<file path="src/rtl/bus_pkg.sv">
// Shared bus definitions: serializer FSM states and default bus word width.
package bus_pkg;

   // Default word width of the FIFO-to-serializer bus.
   localparam int BUS_WIDTH = 32;

   // Serializer FSM states.
   typedef enum logic [1:0] {
      IDLE,
      POP,
      WAIT,
      SHIFT
   } ser_state_t;

endpackage

</file>
<file path="src/rtl/bus_serializer.sv">
// Pops words from the upstream FIFO and shifts them out MSB first on a
// 1-bit valid/ready serial bus, framing each word with sstart/slast.
module bus_serializer
   import bus_pkg::*;
#(
   parameter int WIDTH = BUS_WIDTH
) (
   input  logic             clk,
   input  logic             rstn,
   input  logic             fifo_empty,
   output logic             fifo_deq,
   input  logic [WIDTH-1:0] fifo_data,
   input  logic             fifo_valid,
   output logic             sdata,
   output logic             svalid,
   input  logic             sready,
   output logic             sstart,
   output logic             slast,
   output logic             busy
);

   localparam int               CNT_W   = $clog2(WIDTH);
   localparam logic [CNT_W-1:0] CNT_MAX = CNT_W'(WIDTH - 1);

   ser_state_t       state;
   ser_state_t       state_nxt;
   logic [WIDTH-1:0] shreg;
   logic [CNT_W-1:0] cnt;

   // State register; reset abandons any word in flight.
   always_ff @(posedge clk or negedge rstn) begin
      if (!rstn) begin
         state <= IDLE;
      end else begin
         // NOTE: non-blocking so every register samples pre-edge values, whatever the block order.
         state <= state_nxt;
      end
   end

   // Next-state decode; outputs depend only on state, cnt and shreg.
   always_comb begin
      // NOTE: every output gets a default first, so no path through the case can infer a latch.
      state_nxt = state;
      fifo_deq  = 1'b0;
      svalid    = 1'b0;
      sdata     = 1'b0;
      sstart    = 1'b0;
      slast     = 1'b0;
      busy      = (state != IDLE);

      case (state)
         IDLE: begin
            if (!fifo_empty) state_nxt = POP;
         end
         POP: begin
            // Single-cycle pop request; at most one pop outstanding.
            fifo_deq  = 1'b1;
            state_nxt = WAIT;
         end
         WAIT: begin
            // A refused pop leaves the word in the FIFO; go back and retry.
            state_nxt = fifo_valid ? SHIFT : IDLE;
         end
         SHIFT: begin
            svalid = 1'b1;
            sdata  = shreg[WIDTH-1];
            sstart = (cnt == CNT_MAX);
            slast  = (cnt == '0);
            if (sready && (cnt == '0)) begin
               // Skip IDLE when another word is already waiting.
               state_nxt = fifo_empty ? IDLE : POP;
            end
         end
         default: state_nxt = IDLE;
      endcase
   end

   // Shift register and bit counter: load on accepted pop, shift on handshake.
   always_ff @(posedge clk or negedge rstn) begin
      if (!rstn) begin
         // NOTE: datapath is reset too, so a word cut off by reset never leaks into the next frame.
         shreg <= '0;
         cnt   <= '0;
      end else if ((state == WAIT) && fifo_valid) begin
         shreg <= fifo_data;
         cnt   <= CNT_MAX;
      end else if ((state == SHIFT) && sready) begin
         shreg <= {shreg[WIDTH-2:0], 1'b0};
         // Hold at zero after the last bit rather than wrapping.
         if (cnt != '0) cnt <= cnt - CNT_W'(1);
      end
   end

endmodule
</file>
<file path="config.mk">
export PLATFORM = sky130hd
export DESIGN_NAME = bus_serializer
export DESIGN_NICKNAME = d
export VERILOG_FILES = /design/src/rtl/bus_pkg.sv /design/src/rtl/bus_serializer.sv
export SDC_FILE = /design/constraint.sdc
export NUM_CORES = 1
export LEC_CHECK = 0
export CORE_ASPECT_RATIO = 0.9
export CORE_MARGIN = 3
export CORE_UTILIZATION = 35
export CTS_CLUSTER_DIAMETER = 60
export DETAILED_ROUTE_END_ITERATION = 12
export GPL_ROUTABILITY_DRIVEN = 0
export PLACE_DENSITY = 0.58
export SLEW_MARGIN = 20
export SYNTH_ARGS = -nofsm -noshare
export SYNTH_HDL_FRONTEND = slang
export SYNTH_SLANG_ARGS = --single-unit
</file>
<file path="constraint.sdc">
create_clock -name clk -period 1.95 [get_ports clk]
set_clock_uncertainty 0.1 [all_clocks]
set_input_delay 0.585 -clock clk [delete_from_list [all_inputs] [get_ports clk]]
set_output_delay 0.585 -clock clk [all_outputs]
set_load 0.01 [all_outputs]
</file>
==> Yosys cells after proc, flatten, opt, wreduce, memory -nomap -nowiden <==
Cells that the tools add are included.
Widths: inputs -> output; s select.
{ "op_classes": {"n_reduce_logical": 11, "muxes": 15, "n_addsub": 1, "eq_ne": 6} }
{ "ops": {"columns": ["cell", "n"], "rows": [
  ["$mux 32", 2],
  ["$mux 5", 3],
  ["$pmux 2 s4", 1],
  ["$mux 1", 6],
  ["$mux 2", 3],
  ["$reduce_bool 2->1", 3],
  ["$eq 5x5->1 const B", 1],
  ["$logic_not 5->1", 1],
  ["$reduce_bool 5->1", 1],
  ["$sub 5x1->5 const B", 1],
  ["$eq 2x2->1 const B", 2],
  ["$ne 2x2->1 const B", 2],
  ["$reduce_and 2->1", 2],
  ["$logic_and 1x1->1", 3],
  ["$eq 2x1->1 const B", 1],
  ["$logic_not 2->1", 1]
]} }
{ "totals": {"wordCells": 36, "in_bits": 37, "regBits": 39, "out_inout_bits": 6} }

==> Depth between registers and ports, before layout <==
{ "depth": {"ltp_word": 4, "ltp_mapped": 6, "depth_no_buf": 5} }

==> Worst setup path after synthesis <==
Ideal clock, no wire load.
{ "synth_timing": {"path_kind": "flip-flop to output port", "from": "register cnt[0]", "to": "output slast", "setup_slack_ns": -0.015, "arrival_time_ns": 1.280, "t_required_ns": 1.265, "path_stages_with_launch": 5, "path_cell_list": "dfrtp_1 > inv_1 > ha_1 > or4b_4 > nor2_1"} }
{ "synth_between": {"elab_chain_len": 2} }
{ "synth_lines": {"columns": ["item", "line", "rtl"], "rows": [
  ["start, declared", "bus_serializer.sv:28", "logic [CNT_W-1:0] cnt;"],
  ["start signal, assigned", "bus_serializer.sv:90", "if (cnt != '0) cnt <= cnt - CNT_W'(1);"],
  ["$logic_not 5->1", "bus_serializer.sv:68", "slast = (cnt == '0);"],
  ["$mux 1", "bus_serializer.sv:51", "case (state)"],
  ["end, declared", "bus_serializer.sv:18", "output logic slast,"]
]} }
No other way between the ends.

==> Final worst setup path <==
Ends and elaborated chain as after synthesis.

==> results.txt <==
status: finished with violations
violated checks: setup timing
worst r2r dst: shreg[29]
Yosys cell types: 31
Synth area leaders: dfrtp_1 (48%), mux2i_1 (16%), nand3_1 (8.7%)
drc violations: 0
clock-pin slew on the worst setup and hold paths: 0.08 ns
crit-path max FO: 4
placement row count: 25
worst vdd ir: 0.000580 V
flop and latch count out of synthesis: 39
syn nets: 229
first-pass GRT wire length: 7540 um
sequential fraction of the synthesis area: 0.484
core box area: 5410 um^2
CTS tree: yes
initial antenna violation count: 0
ys async rst share: 1.00
Final Total Pwr: 3.52 mW
share of the synthesized area in the top cell type: 0.484
Slew Viols, Final: 0
Initial Util: 0.372
Root Buffer: clkbuf_8
worst setup path end: slast
Critical Path End Type: primary output
Final nets: 291
Final Hold Fails: 0
Vias: 1,608
final setup fails: 2
final worst path period share: 1.16
leakage power: 1.14 nW
ANT nets after route: 0
fin crit period: 2.27 ns
port buffer count: 42
I/O pin cnt: 43
DRT Pass-1 Iters: 4
R2R depth: 6
clk buf depth: 2
Slew @ Worst Pin: 0.491 ns
number of flops mapped to enable cells by yosys: 0
RSZ-0062 raised after global routing: true
Required @ worst endpoint: 1.26 ns
Die X: 86.0 um
vias per cell: 5.03
synth warn: 0
worst flop-to-flop path startpoint: state[0]
fmax: 440 MHz
die area: 6700 um^2
Power Dens Cells: 1280 nW/um^2
Startpoint Class: flop
grt ovf: 0
area leader, netlist: dfrtp_1
Mapped Cells: 190
Max Cap Violations: 0
n_diodes: 0
CTS Hold Buffers Added: 0
setup ws final: -0.320 ns
Iter 0 DRT Violations: 166
setup slack at placement: -0.462 ns
Cell Area, Synth: 2010 um^2
drt total wl: 4600 um
Worst Setup SP: cnt[0]
number of global-route vias before repair: 1,589
hold slack: 0.248 ns
clk_lat worst skew: 0.28 ns
Syn Area/Cell: 10.6 um^2
CTS Buf Count: 5
relative slew slack: 0.672
H-Tree Depth: 2
layout cells sized above 1: 0.202
Area growth, synth to finish: 36.1%
largest net degree at the start of global routing: 40
Main synth FF type: dfrtp_1
R2R Setup Slk: 0.16 ns
Arr. time, crit path: 1.59 ns
DR WL/cell: 14.4 um
clock sink count: 39
Setup CP Type: flop to primary output
chip height: 78.0 um
gr usage total: 0.140
Hold WC Path Type: input port to asynchronous set/reset pin
HPWL after DPL: 3100 um
metrics by stage:
stage                     cells  TNS, ns  area (um^2)   util
after floorplan             190        0         2020      -
after global placement      306    -6.09         2600  0.480
after detailed placement    306    -5.53         2600  0.480
after CTS                   319   -0.448         2710  0.501
after global routing        320   -0.631         2740  0.507
final                       320   -0.502         2740  0.507
per-layer routing:
metal | up-vias | GRT usage | part of all wire
li1 | 809 | - | -
met1 | 763 | 0.203 | 0.51
met2 | 34 | 0.212 | 0.44
met3 | 2 | 0.0244 | 0.039
met4 | 0 | 0.0427 | 0.0063
met5 | - | 0 | 0
Yosys cell counts (2+ instances only):
cell and n:
dfrtp_1 39, nand3_1 35, mux2i_1 32, o21ai_1 28, o21ai_0 7, clkbuf_1 6
inv_1 4, nor2_1 4, buf_12 3, buf_4 3, buf_6 3, nand2_1 3
a21oi_1 2, and3_1 2, ha_1 2, nor3_1 2
cells in the final DEF (no fill, tap or decap), types with 2 or more instances in the layout:
master,n
inv_1,2
mux2i_1,32
dlygate4sd2_1,2
buf_6,3
nor2_1,3
buf_12,4
and3_1,2
a21oi_1,2
inv_2,2
nand2_1,2
nand3_1,35
buf_2,3
buf_4,23
clkbuf_8,5
nor3_1,2
o21ai_1,28
o21ai_0,7
dfrtp_1,39
clkdlybuf4s50_1,35
state kept, by name (all words and copies together), names as in the netlist:
register	count
shreg	32
state	2
cnt	5
critical path, cell delays in order, from the launching register on:
cell	delay, ns
dfrtp_1	0.41
inv_2	0.08
ha_4	0.14
or4b_4	0.46
nor2_2	0.08
buf_2	0.13
timing repair:
item	4_1_cts	5_1_grt
setup buffers	5	2
endpoints found under the setup margin	6	4
pin swaps	2	1
gates resized for setup	19	7
cloned	0	0
cells by family after synthesis:
group                      share of synthesized area
buffers and inverters                         0.0789
and+or+nand+nor                                0.152
DFF                                            0.484
adders and majority gates                     0.0124
muxes                                          0.159
AOI/OAI and AO/OA                              0.114
how the worst min path moves through the flow:
stage | start | endpoint | slack, ns | cells past startpoint
after detailed placement | shreg[7] | shreg[7] | 0.40 | 2
after floorplan | rstn | cnt[0] | 0.19 | 0
final | rstn | shreg[8] | 0.25 | 2
after global placement | shreg[1] | shreg[1] | 0.38 | 2
after global routing | rstn | shreg[8] | 0.29 | 2
after CTS | rstn | cnt[2] | 0.27 | 2
cell type report:
type,instances,area (um^2)
Clock inverter,2,12.5
Multi-Input combinational cell,131,903
Timing Repair Buffer,71,679
Clock buffer,6,72.6
Inverter,4,15.0
Sequential cell,39,976
Tap cell,67,83.8
Fill cell,507,2670
where the power goes:
group	total (mW)	internal [mW]	switching [mW]
logic	1.71	0.871	0.835
clock network	0.530	0.250	0.280
registers	1.28	1.11	0.166
total	3.52	2.24	1.28
No activity file was read; power rests on OpenSTA's default activity.
